`config.mk`:
```
export PLATFORM = sky130hd
export DESIGN_NAME = dkong3_obj_dma
export DESIGN_NICKNAME = d
export VERILOG_FILES = /design/src/rtl/dkong3_obj_dma.sv
export SDC_FILE = /design/constraint.sdc
export NUM_CORES = 1
export LEC_CHECK = 0
export CORE_ASPECT_RATIO = 0.9
export CORE_MARGIN = 2
export CORE_UTILIZATION = 45
export CTS_CLUSTER_DIAMETER = 80
export DETAILED_ROUTE_END_ITERATION = 12
export PLACE_DENSITY = 0.79
export SLEW_MARGIN = 10
export SYNTH_ARGS = -nofsm -noshare
export SYNTH_HDL_FRONTEND = slang
export SYNTH_SLANG_ARGS = --single-unit
```
`constraint.sdc`:
```
create_clock -name I_CLK_24M -period 2.5 [get_ports I_CLK_24M]
set_input_delay 0.5 -clock I_CLK_24M [delete_from_list [all_inputs] [get_ports I_CLK_24M]]
set_output_delay 0.5 -clock I_CLK_24M [all_outputs]
set_load 0.01 [all_outputs]
```
`src/rtl/dkong3_obj_dma.sv`:
```
// dkong3_obj_dma: per-frame sprite attribute copy from CPU work RAM into the
// object RAM DMA write port. Stands in for the discrete 8257 DMA channel.
// A CPU trigger arms the engine; it waits for vblank, requests the CPU bus,
// streams LEN bytes (read, wait RD_LAT ticks, write) and then releases the bus.
module dkong3_obj_dma #(
  parameter logic [15:0] SRC_BASE = 16'h6900,
  parameter logic [8:0]  DST_BASE = 9'h000,
  parameter int          LEN      = 384,
  parameter int          RD_LAT   = 1
) (
  input  logic        I_CLK_24M,
  input  logic        I_RST,
  input  logic        I_CE,
  input  logic        I_START,
  input  logic        I_BANK,
  input  logic        I_VBLANK,
  input  logic        I_BUSAK,
  input  logic [7:0]  I_SRC_D,
  output logic        O_BUSRQ,
  output logic [15:0] O_SRC_A,
  output logic        O_SRC_RD,
  output logic [9:0]  O_OBJ_DMA_A,
  output logic [7:0]  O_OBJ_DMA_D,
  output logic        O_OBJ_DMA_CE,
  output logic        O_BUSY,
  output logic        O_DONE
);

  // Reject illegal configurations while elaborating.
  if (LEN < 1 || LEN > 512) begin : g_len_check
    $error("dkong3_obj_dma: LEN must be in 1..512");
  end
  if (RD_LAT < 1 || RD_LAT > 3) begin : g_lat_check
    $error("dkong3_obj_dma: RD_LAT must be in 1..3");
  end

  localparam logic [8:0] LAST_CNT  = 9'(LEN - 1);
  localparam logic [1:0] LAST_WAIT = 2'(RD_LAT - 1);

  typedef enum logic [2:0] {
    S_IDLE,
    S_ARM,
    S_REQ,
    S_READ,
    S_WAIT,
    S_WRITE,
    S_RELEASE
  } state_t;

  state_t     r_state;
  logic [8:0] r_cnt;
  logic [1:0] r_wcnt;
  logic [7:0] r_data;
  logic       r_bank;
  logic       r_hold;
  logic       r_start_q;
  logic       r_done;

  state_t     w_state_nxt;
  logic [8:0] w_cnt_nxt;
  logic [1:0] w_wcnt_nxt;
  logic [7:0] w_data_nxt;
  logic       w_bank_nxt;
  logic       w_hold_nxt;
  logic       w_start_q_nxt;
  logic       w_done_nxt;

  logic       w_start_edge;
  logic       w_rd_phase;
  logic       w_wr_phase;
  logic [8:0] w_dst_off;

  assign w_start_edge = I_START & ~r_start_q;
  assign w_rd_phase   = (r_state == S_READ) || (r_state == S_WAIT);
  assign w_wr_phase   = (r_state == S_WRITE);
  assign w_dst_off    = DST_BASE + r_cnt;

  // State and datapath registers; the start detector resets high so a trigger
  // level already present when reset lifts is not mistaken for an edge.
  always_ff @(posedge I_CLK_24M or posedge I_RST) begin
    if (I_RST) begin
      r_state   <= S_IDLE;
      r_cnt     <= 9'd0;
      r_wcnt    <= 2'd0;
      r_data    <= 8'd0;
      r_bank    <= 1'b0;
      r_hold    <= 1'b0;
      r_start_q <= 1'b1;
      r_done    <= 1'b0;
    end else begin
      r_state   <= w_state_nxt;
      r_cnt     <= w_cnt_nxt;
      r_wcnt    <= w_wcnt_nxt;
      r_data    <= w_data_nxt;
      r_bank    <= w_bank_nxt;
      r_hold    <= w_hold_nxt;
      r_start_q <= w_start_q_nxt;
      r_done    <= w_done_nxt;
    end
  end

  // Next-state logic; everything advances only on CE ticks. A lost grant
  // parks the engine in its current state, and the regrant tick only clears
  // the hold so the resumed state gets its full tick budget again.
  always_comb begin
    w_state_nxt   = r_state;
    w_cnt_nxt     = r_cnt;
    w_wcnt_nxt    = r_wcnt;
    w_data_nxt    = r_data;
    w_bank_nxt    = r_bank;
    w_hold_nxt    = r_hold;
    w_start_q_nxt = r_start_q;
    w_done_nxt    = 1'b0;
    if (I_CE) begin
      w_start_q_nxt = I_START;
      case (r_state)
        S_IDLE: begin
          if (w_start_edge) begin
            w_bank_nxt  = I_BANK;
            w_state_nxt = S_ARM;
          end
        end
        S_ARM: begin
          if (I_VBLANK) w_state_nxt = S_REQ;
        end
        S_REQ: begin
          if (I_BUSAK) begin
            w_cnt_nxt   = 9'd0;
            w_wcnt_nxt  = 2'd0;
            w_hold_nxt  = 1'b0;
            w_state_nxt = S_READ;
          end
        end
        S_READ, S_WAIT, S_WRITE: begin
          if (!I_BUSAK) begin
            w_hold_nxt = 1'b1;
            w_wcnt_nxt = 2'd0;
          end else if (r_hold) begin
            w_hold_nxt = 1'b0;
            w_wcnt_nxt = 2'd0;
          end else begin
            case (r_state)
              S_READ: begin
                w_wcnt_nxt  = 2'd0;
                w_state_nxt = S_WAIT;
              end
              S_WAIT: begin
                if (r_wcnt == LAST_WAIT) begin
                  w_data_nxt  = I_SRC_D;
                  w_state_nxt = S_WRITE;
                end else begin
                  w_wcnt_nxt = r_wcnt + 2'd1;
                end
              end
              default: begin
                if (r_cnt == LAST_CNT) begin
                  w_state_nxt = S_RELEASE;
                end else begin
                  w_cnt_nxt   = r_cnt + 9'd1;
                  w_state_nxt = S_READ;
                end
              end
            endcase
          end
        end
        S_RELEASE: begin
          if (!I_BUSAK) begin
            w_state_nxt = S_IDLE;
            w_done_nxt  = 1'b1;
          end
        end
        default: w_state_nxt = S_IDLE;
      endcase
    end
  end

  assign O_BUSRQ      = (r_state == S_REQ) || w_rd_phase || w_wr_phase;
  assign O_SRC_A      = w_rd_phase ? (SRC_BASE + {7'd0, r_cnt}) : 16'd0;
  assign O_SRC_RD     = w_rd_phase & ~r_hold;
  assign O_OBJ_DMA_A  = w_wr_phase ? {r_bank, w_dst_off} : 10'd0;
  assign O_OBJ_DMA_D  = w_wr_phase ? r_data : 8'd0;
  assign O_OBJ_DMA_CE = w_wr_phase & ~r_hold;
  assign O_BUSY       = (r_state != S_IDLE);
  assign O_DONE       = r_done;

endmodule

```
==> results.json, run 1 <==
{
  "grt_pass1_wl_um": 5890,
  "crit_arrival_ps": 1940,
  "htree_levels": 1,
  "crit_start": "r_state[1]",
  "numPortBuffers": 50,
  "start_kind": "register",
  "grt_pass1_vias": 1300,
  "cts_max_path_buffers": 2,
  "switching_share_pct": 36.8,
  "critPathCaptureType": "primary output",
  "die_w_um": 67.8,
  "maxClockFrequency_mhz": 410,
  "final_net_count": 253,
  "drive_above_1_share_pct": 12.3,
  "gp_congestion": 0.844,
  "cts_root_buffer": "clkbuf_8",
  "ys_types": 42,
  "area_growth_pct": 40.0,
  "syn_area_mm2": 0.00165,
  "p_int_mw": 1.19,
  "ant_nets": 0,
  "max_stage_delay_ps": 530,
  "initial_core_util_pct": 48.0,
  "dp_hpwl_um": 2790,
  "gr-total-overflow": 0,
  "design_area_mm2": 0.00231,
  "p_leak_nw": 1.18,
  "worstPathRequired_ps": 2000,
  "clk_latency_ps": 270,
  "clk_pin_slew_ps": 100,
  "switchingPower_mw": 0.691,
  "synth_common_cells": "and2_1 (27), dfrtp_1 (25), nand2_1 (18)",
  "holdBufCountCts": 0,
  "synth_top_area_cell": "dfrtp_1",
  "r2r_slack_ps": 590,
  "synthArstFlopShare_pct": 100,
  "path_max_fanout": 18,
  "synthFlopType": "dfrtp_1",
  "fin_skew_ps": 7.46,
  "layout.cells.non_filler": 279,
  "status": "finished, final reports clean",
  "place_inst": 274,
  "synth-edff-count": 0,
  "drv_cap": 0,
  "synth-seq-area-share_pct": 39.6,
  "tightest_slew_ps": 597,
  "r2r-start": "r_cnt[0]",
  "num_io_pins": 54,
  "setup_viol": 0,
  "reg2reg_to": "r_cnt[7]",
  "crit_end": "O_OBJ_DMA_D[5]",
  "cts_tree": "yes",
  "rsz0062_at_grt": "false",
  "rows": 20,
  "netlist_instances": 185,
  "post-synth-top-count-cell": "and2_1",
  "cts_sinks": 26,
  "hold_ws_ps": 508,
  "worstHoldPathType": "reg2reg",
  "ir_drop_mv": 0.816,
  "drtIter0Drc": 79,
  "fin_crit_sh_pct": 97.6,
  "fin_setup_tns_ps": 0,
  "hp-start": "r_bank",
  "dr.pass1.iters": 4,
  "die_h_um": 61.4,
  "post_dp_cell_area_mm2": 0.00218,
  "core_mm2": 0.00343,
  "clkPwrFrac_pct": 18.6,
  "wirelength_um": 3740,
  "die_area_mm2": 0.00416,
  "grt_max_degree": 19,
  "hold_violations": 0,
  "synth_warnings": 0,
  "utilization_pct": 67.3,
  "slew_headroom_pct": 60.1,
  "synth.top_cell.area_share_pct": 38.0,
  "p_seq_share_pct": 33.6,
  "antenna_found_initial": 0,
  "maxSlewViolCount": 0,
  "synth_area_leaders": "dfrtp_1 (38%), and2_1 (10%), mux2_2 (5.5%)",
  "vias": 1506,
  "ys_seq_elements": 26,
  "cts_buffers": 3,
  "cpMaxStageDelayCell": "clkdlybuf4s50_1",
  "n_antenna_cell": 0,
  "cp_cell_sequence": "nand2b_2 > nor2_1 > buf_6 > and2_1 > clkdlybuf4s50_1",
  "synth.avg_cell_area_um2": 8.90,
  "hold_depth": 1,
  "p_comb_share_pct": 47.7,
  "post-route-min-period_ps": 2440,
  "drc": 0,
  "routedWlPerCell_um": 13.4,
  "ff2ff_path_depth": 6,
  "worstSetupPathType": "reg2out",
  "p_per_area_mw_per_mm2": 814,
  "routed_via_density": 5.40,
  "gr-usage-all-layers_pct": 18.8
}
## area by class of cell
| cell class | instances | area, um^2 |
|---|---|---|
| Fill cell | 286 | 1120 |
| Clock inverter | 1 | 30.0 |
| Multi-Input combinational cell | 140 | 901 |
| Clock buffer | 3 | 41.3 |
| Tap cell | 44 | 55.1 |
| Sequential cell | 26 | 653 |
| Timing Repair Buffer | 60 | 607 |
| Inverter | 5 | 18.8 |
## per-layer routing
layer,share of wire [%],GRT usage (%),routed length [um]
met1,44,25.5,1660
met2,48,31.5,1800
met3,7.5,3.84,281
met4,0.080,3.79,3
met5,0,0,0
## registers in the layout, summed over array words and instances, names as in the netlist
name / count
O_DONE: 1
r_bank: 1
r_cnt: 9
r_data: 8
r_hold: 1
r_start_q: 1
r_state: 3
r_wcnt: 2
## repair_timing
action,CTS,global route
resized for setup,2,15
setup endpoints to repair,15,27
hold endpoints to repair,0,0
buffers inserted,0,1
## cells by family after synthesis
kind of cell | after synthesis | share of synthesized area [%]
flops | 26 | 39.6
simple gates | 84 | 28.1
compound gates | 40 | 16.3
buf+inv | 21 | 6.91
mux | 11 | 7.37
other cells | 1 | 0.228
fa+ha+maj | 2 | 1.52
## power by group through the flow
stage | Combinational [mW] | Sequential, mW | Clock [mW]
finish | 0.896 | 0.631 | 0.350
global route | 0.987 | 0.647 | 0.371
CTS | 0.872 | 0.624 | 0.355
detailed placement | 0.862 | 0.629 | 0
global placement | 0.848 | 0.627 | 0
floorplan | 0.594 | 0.584 | 0
## cells in the final DEF, fill, tap and decap left out, types with 6 or more instances in the layout
master / n
clkdlybuf4s50_1: 39
and2_1: 27
dfrtp_1: 24
nand2_1: 17
o21ai_0: 13
dlymetal6s2s_1: 11
nor2_1: 9
buf_4: 9
mux2_2: 8
nor2b_1: 6
nand3_1: 6
## through the flow
stage | power [mW] | worst slack, ps
finish | 1.88 | 59.2
global route | 2.01 | 0.201
CTS | 1.85 | 12.4
detailed placement | 1.49 | 176
global placement | 1.47 | 199
floorplan | 1.18 | 725
## critical path: cells and delay by family (launching register included)
family / cells / cell delay, ps
buffers and inverters: 2 / 700
flip-flops: 1 / 460
AND/OR/NAND/NOR: 3 / 500
## how the worst min path moves through the flow
stage / endpoint / slack (ps)
floorplan: r_data[0] / 450
global placement: r_data[0] / 460
detailed placement: r_data[1] / 490
CTS: r_bank / 510
global route: r_data[4] / 530
finish: r_bank / 510
Power figures use the tool's default switching activity.
==> inputs of run 2 (changes only) <==
- ABC_AREA: not set -> 1
- PLACE_DENSITY: 0.79 -> 0.77
- SKIP_LAST_GASP: not set -> 1
==> run 2 against run 1 <==
Net effect: worst hold slack worse by 16 ps; cell area is 5.4% higher; critical path depth rose by 1; combinational power is 27% higher; critical endpoint is now O_BUSRQ; highest routed layer unchanged; cell count grew 29%.
==> results.json, run 2 <==
{
  "status": "finished, final reports clean",
  "grt_pass1_vias": 1590,
  "num_io_pins": 54,
  "crit_top_cell": "nor2_2",
  "synthAdderAreaFrac_pct": 1.39,
  "max_stage_delay_ps": 530,
  "syn_area_mm2": 0.00180,
  "synth_compound_area_share_pct": 7.92,
  "final_net_count": 333,
  "rows": 21,
  "synth_mux_area_share_pct": 0,
  "p_per_area_mw_per_mm2": 831,
  "cp.depth": 6,
  "maxClockFrequency_mhz": 418,
  "htree_levels": 1,
  "die_h_um": 64.0,
  "ys_seq_elements": 26,
  "path_max_fanout": 6,
  "area_growth_pct": 35.0,
  "drc": 0,
  "critPathCaptureType": "primary output",
  "synth_area_leaders": "dfrtp_1 (35%), nand2_1 (13%), nor2_1 (11%)",
  "cpMaxStageDelayCell": "clkdlybuf4s50_1",
  "synth_top_area_cell": "dfrtp_1",
  "crit_arrival_ps": 1890,
  "final_cell_mix": "nand2_1 (60), nor2_1 (54), clkdlybuf4s50_1 (37)",
  "seqCellArea_um2": 656,
  "yosys.area_share.simple_pct": 41.2,
  "cts_sinks": 26,
  "gr-usage-all-layers_pct": 19.5,
  "numPortBuffers": 50,
  "regMostFlops": "r_cnt",
  "synth-seq-area-share_pct": 36.2,
  "cts_buffers": 3,
  "dp_hpwl_um": 3020,
  "worstPathRequired_ps": 2000,
  "cts_root_buffer": "clkbuf_8",
  "n_antenna_cell": 0,
  "grt_max_degree": 27,
  "synth_common_cells": "nand2_1 (61), nor2_1 (54), inv_1 (33)",
  "post-route-min-period_ps": 2390,
  "synth-edff-count": 0,
  "cts_tree": "yes",
  "crit_buf_inv": 3,
  "initial_core_util_pct": 47.6,
  "drive_above_1_share_pct": 14.6,
  "fin_skew_ps": 4.47,
  "drv_cap": 0,
  "cts_max_path_buffers": 2,
  "netlist_instances": 263,
  "clk_pin_slew_ps": 90,
  "worstHoldPathType": "reg2reg",
  "post-synth-top-count-cell": "nand2_1",
  "start_kind": "register",
  "synthArstFlopShare_pct": 100,
  "reg.largest.list": "r_cnt x9, r_data x8, r_state x3",
  "routedWlPerCell_um": 11.3,
  "clk_latency_ps": 270,
  "wirelength_um": 4080,
  "synthFlopType": "dfrtp_1",
  "hold_depth": 2,
  "setup_viol": 0,
  "drtIter0Drc": 124,
  "fin_setup_tns_ps": 0,
  "r2r_slack_ps": 920,
  "cp_cell_sequence": "nor2_2 > inv_1 > nor2_2 > nor2_4 > inv_2 > clkdlybuf4s50_1",
  "gp_congestion": 0.932,
  "gr-total-overflow": 0,
  "multiInputGateArea_um2": 941,
  "die_w_um": 70.7,
  "ir_drop_mv": 0.456,
  "final_common_cell": "nand2_1",
  "synth_xor_area_share_pct": 0.973,
  "core_mm2": 0.00378,
  "hold_violations": 0,
  "routed_via_density": 4.83,
  "synth_warnings": 0,
  "synth_top_family_by_area": "simple AND/OR/NAND/NOR gates",
  "ant_nets": 0,
  "synth.top_cell.area_share_pct": 34.7,
  "hold_ws_ps": 492,
  "ff2ff_path_depth": 6,
  "largest_reg_flops": 9,
  "worstSetupPathType": "reg2out",
  "fill_cells": 353,
  "vias": 1744,
  "p_leak_nw": 1.34,
  "dr.pass1.iters": 4,
  "grt_pass1_wl_um": 7180,
  "die_area_mm2": 0.00452,
  "antenna_found_initial": 0,
  "maxSlewViolCount": 0,
  "ys_types": 30,
  "critical_path.top_delay_family": "buffers and inverters",
  "fin_crit_sh_pct": 95.8,
  "synth.avg_cell_area_um2": 6.85
}
[run 2: changes by cell type in the layout (fill, tap and decap cells not counted), sizes merged, moves of 4 or more]
cell	before	now
a21oi	5	9
a31oi	6	0
and2	27	0
buf	10	6
inv	5	39
mux2	9	0
nand2	18	66
nand2b	5	0
nand3	6	26
nor2	9	61
nor2b	7	0
o31ai	4	0
[run 2: final timing paths]
| kind | endpoint | startpoint |
|---|---|---|
| setup / recovery | O_BUSRQ | r_state[0] |
| hold reg to reg | r_start_q | r_start_q |
| setup reg to reg | r_data[2] | r_state[0] |
| max in group asynchronous | r_start_q | I_RST |
| hold / removal | r_start_q | r_start_q |
| min in group asynchronous | r_wcnt[0] | I_RST |
[run 2: per-stage QoR]
step / utilization, % / area [um^2] / std cells / setup slack (ps) / total power [mW]
2_1_floorplan: - / 1810 / 265 / 762 / 1.35
3_3_place_gp: 61.2 / 2320 / 354 / 307 / 1.68
3_5_place_dp: 61.2 / 2320 / 354 / 288 / 1.69
4_1_cts: 63.1 / 2390 / 360 / 22.8 / 2.00
5_1_grt: 64.3 / 2430 / 361 / -12.3 / 2.17
6_report: 64.3 / 2430 / 361 / 105 / 2.02
[run 2: final cells by class]
cell class / instances / share of cell area (%)
clock buffers: 4 / 2.26
inverters: 39 / 6.23
well taps: 46 / 2.37
flip-flops and latches: 26 / 27.0
repair buffers: 56 / 23.5
multi-input cells: 190 / 38.7
[run 2: worst reg2reg max path, cell delays in order (launching register included)]
cell     delay (ps)
dfrtp_2         460
inv_1           130
nand3_1         150
inv_1           180
nand4_4         290
nor2_1          220
a21oi_2          40
[run 2: timing repair]
item | CTS | global route
resized for setup | 4 | 16
buffers inserted | 2 | 1
setup endpoints to repair | 20 | 28
hold buffers | 0 | 0
[run 2: report_power, final]
group / leakage, nW / switching [mW] / internal (mW)
combinational: 1.00 / 0.695 / 0.440
clock: 0.0288 / 0.138 / 0.141
sequential: 0.309 / 0.0845 / 0.521
[run 2: kinds of logic (layout without fill, tap and decap cells)]
group,Yosys count,count (layout)
compound gates,22,22
xor+xnor,2,2
fa+ha+maj,2,2
buf+inv,49,99
flops,26,26
other cells,1,3
simple gates,161,161
[run 2: per-layer routing]
metal  track usage, %  part of all wire (%)
met1             27.7                    49
met2             31.1                    44
met3             2.68                   5.9
met4             5.66                   1.1
met5                0                     0
==> inputs of run 3 (changes only) <==
- ABC_AREA: 1 -> 0
- PLACE_DENSITY: 0.77 -> 0.79
==> run 3 against run 2 <==
Net effect: maximum frequency down 2.1%; worst hold slack better by 16 ps; die area down 8.1%; non-clock buffer count up 4; routed wire length down 8.4%; global-route usage down 0.67 points; clock-buffer cell count down 1; combinational power down 21%; clock skew up 3.0 ps; via count down 14%; critical endpoint is now O_OBJ_DMA_D[2]; largest cell class unchanged; critical path depth down 1.
==> results.json, run 3 (same netlist as run 1, synthesis figures left out) <==
{
  "vias": 1506,
  "tightest_slew_ps": 597,
  "holdPathEnd": "r_bank",
  "final_net_count": 253,
  "utilization_pct": 66.6,
  "area_growth_pct": 38.7,
  "critPathCaptureType": "primary output",
  "reg2reg_to": "r_cnt[7]",
  "design_area_mm2": 0.00228,
  "fill_cells": 296,
  "worstPathRequired_ps": 2000,
  "p_comb_share_pct": 47.8,
  "routedWlPerCell_um": 13.4,
  "fin_crit_sh_pct": 97.9,
  "dr.pass1.iters": 4,
  "maxSlewViolCount": 0,
  "holdBufCountCts": 0,
  "routed_via_density": 5.40,
  "regMostFlops": "r_cnt",
  "hold_violations": 0,
  "r2r-start": "r_cnt[0]",
  "worstSetupPathType": "reg2out",
  "die_h_um": 61.4,
  "cts_buffers": 3,
  "num_io_pins": 54,
  "die_area_mm2": 0.00416,
  "post_dp_cell_area_mm2": 0.00218,
  "hold_depth": 1,
  "crit_arrival_ps": 1950,
  "core_mm2": 0.00343,
  "hp-start": "r_bank",
  "cpMaxStageDelayCell": "clkdlybuf4s50_1",
  "ff2ff_path_depth": 6,
  "switching_share_pct": 36.8,
  "final_common_cell": "clkdlybuf4s50_1",
  "drive_above_1_share_pct": 12.3,
  "path_max_fanout": 18,
  "fin_skew_ps": 7.47,
  "slew_headroom_pct": 60.1,
  "die_w_um": 67.8,
  "dp_hpwl_um": 2790,
  "cts_max_path_buffers": 2,
  "clk_latency_ps": 270,
  "ant_nets": 0,
  "setup_viol": 0,
  "grt_pass1_vias": 1300,
  "drtIter0Drc": 73,
  "dp_slack_ps": 176,
  "r2r_slack_ps": 590,
  "gp_congestion": 0.844,
  "cts_root_buffer": "clkbuf_8",
  "p_seq_share_pct": 33.6,
  "ir_drop_mv": 0.817,
  "gr-usage-all-layers_pct": 18.8,
  "setup_slack_ps": 53.5,
  "cts_sinks": 26,
  "antenna_found_initial": 0,
  "grt_max_degree": 19,
  "numPortBuffers": 50,
  "status": "finished, final reports clean",
  "post-route-min-period_ps": 2450,
  "p_per_area_mw_per_mm2": 822,
  "clkPwrFrac_pct": 18.6,
  "p_int_mw": 1.19,
  "start_kind": "register",
  "worstHoldPathType": "reg2reg",
  "final_cell_mix": "clkdlybuf4s50_1 (48), and2_1 (27), dfrtp_1 (24)",
  "wirelength_um": 3730,
  "switchingPower_mw": 0.692,
  "rows": 20,
  "reg.largest.list": "r_cnt x9, r_data x8, r_state x3",
  "cts_tree": "yes",
  "max_stage_delay_ps": 530,
  "cp_cell_sequence": "nand2b_2 > nor2_1 > buf_6 > and2_1 > clkdlybuf4s50_1",
  "drc": 0,
  "maxClockFrequency_mhz": 409,
  "htree_levels": 1,
  "clk_pin_slew_ps": 100,
  "drv_cap": 0,
  "hold_ws_ps": 508,
  "p_leak_nw": 1.01,
  "rsz0062_at_grt": "true",
  "grt_pass1_wl_um": 5890,
  "initial_core_util_pct": 48.0,
  "gr-total-overflow": 0,
  "power.total_mw": 1.88,
  "largest_reg_flops": 9,
  "n_antenna_cell": 0,
  "crit_start": "r_state[1]"
}
run 3: how the worst max path moves through the flow:
stage | end
after floorplan | O_OBJ_DMA_A[6]
after CTS | O_SRC_A[1]
final | O_OBJ_DMA_D[2]
after global routing | O_OBJ_DMA_A[2]
after global placement | O_SRC_A[1]
after detailed placement | O_SRC_A[1]
run 3: per-stage QoR:
| step | instances | TNS (ps) |
|---|---|---|
| floorplan | 187 | 0 |
| global placement | 274 | 0 |
| detailed placement | 274 | 0 |
| CTS | 278 | 0 |
| global route | 279 | -61.8 |
| finish | 279 | 0 |
run 3: area by class of cell:
class	instances	area (um^2)	area share [%]
well taps	44	55.1	2.41
repair buffers	60	584	25.6
inverters	5	18.8	0.822
flip-flops and latches	26	653	28.6
clock inverters	1	30.0	1.32
multi-input cells	140	901	39.5
clock buffers	3	41.3	1.81
run 3: critical path, delay by kind of cell, from the launching register on:
family	cells	cell delay, ps
buffers and inverters	2	700
DFF	1	460
and+or+nand+nor	3	490
run 3: layer usage:
metal	vias up	global-route usage, %	routed length (um)
li1	740	-	-
met1	704	25.5	1660
met2	60	31.5	1800
met3	2	3.84	272
met4	0	3.79	3
met5	-	0	0
run 3: repair_timing:
item                       in CTS  in global routing
resized for setup               2                  6
setup endpoints to repair      15                 27
setup buffers                   0                  1
gates cloned                    0                  0
run 3: power by group through the flow:
stage                     Sequential, mW  Combinational (mW)  Clock, mW
after CTS                          0.624               0.872      0.355
final                              0.631               0.897      0.350
after global placement             0.627               0.848          0
after floorplan                    0.584               0.594          0
after global routing               0.647               0.988      0.371
after detailed placement           0.629               0.862          0
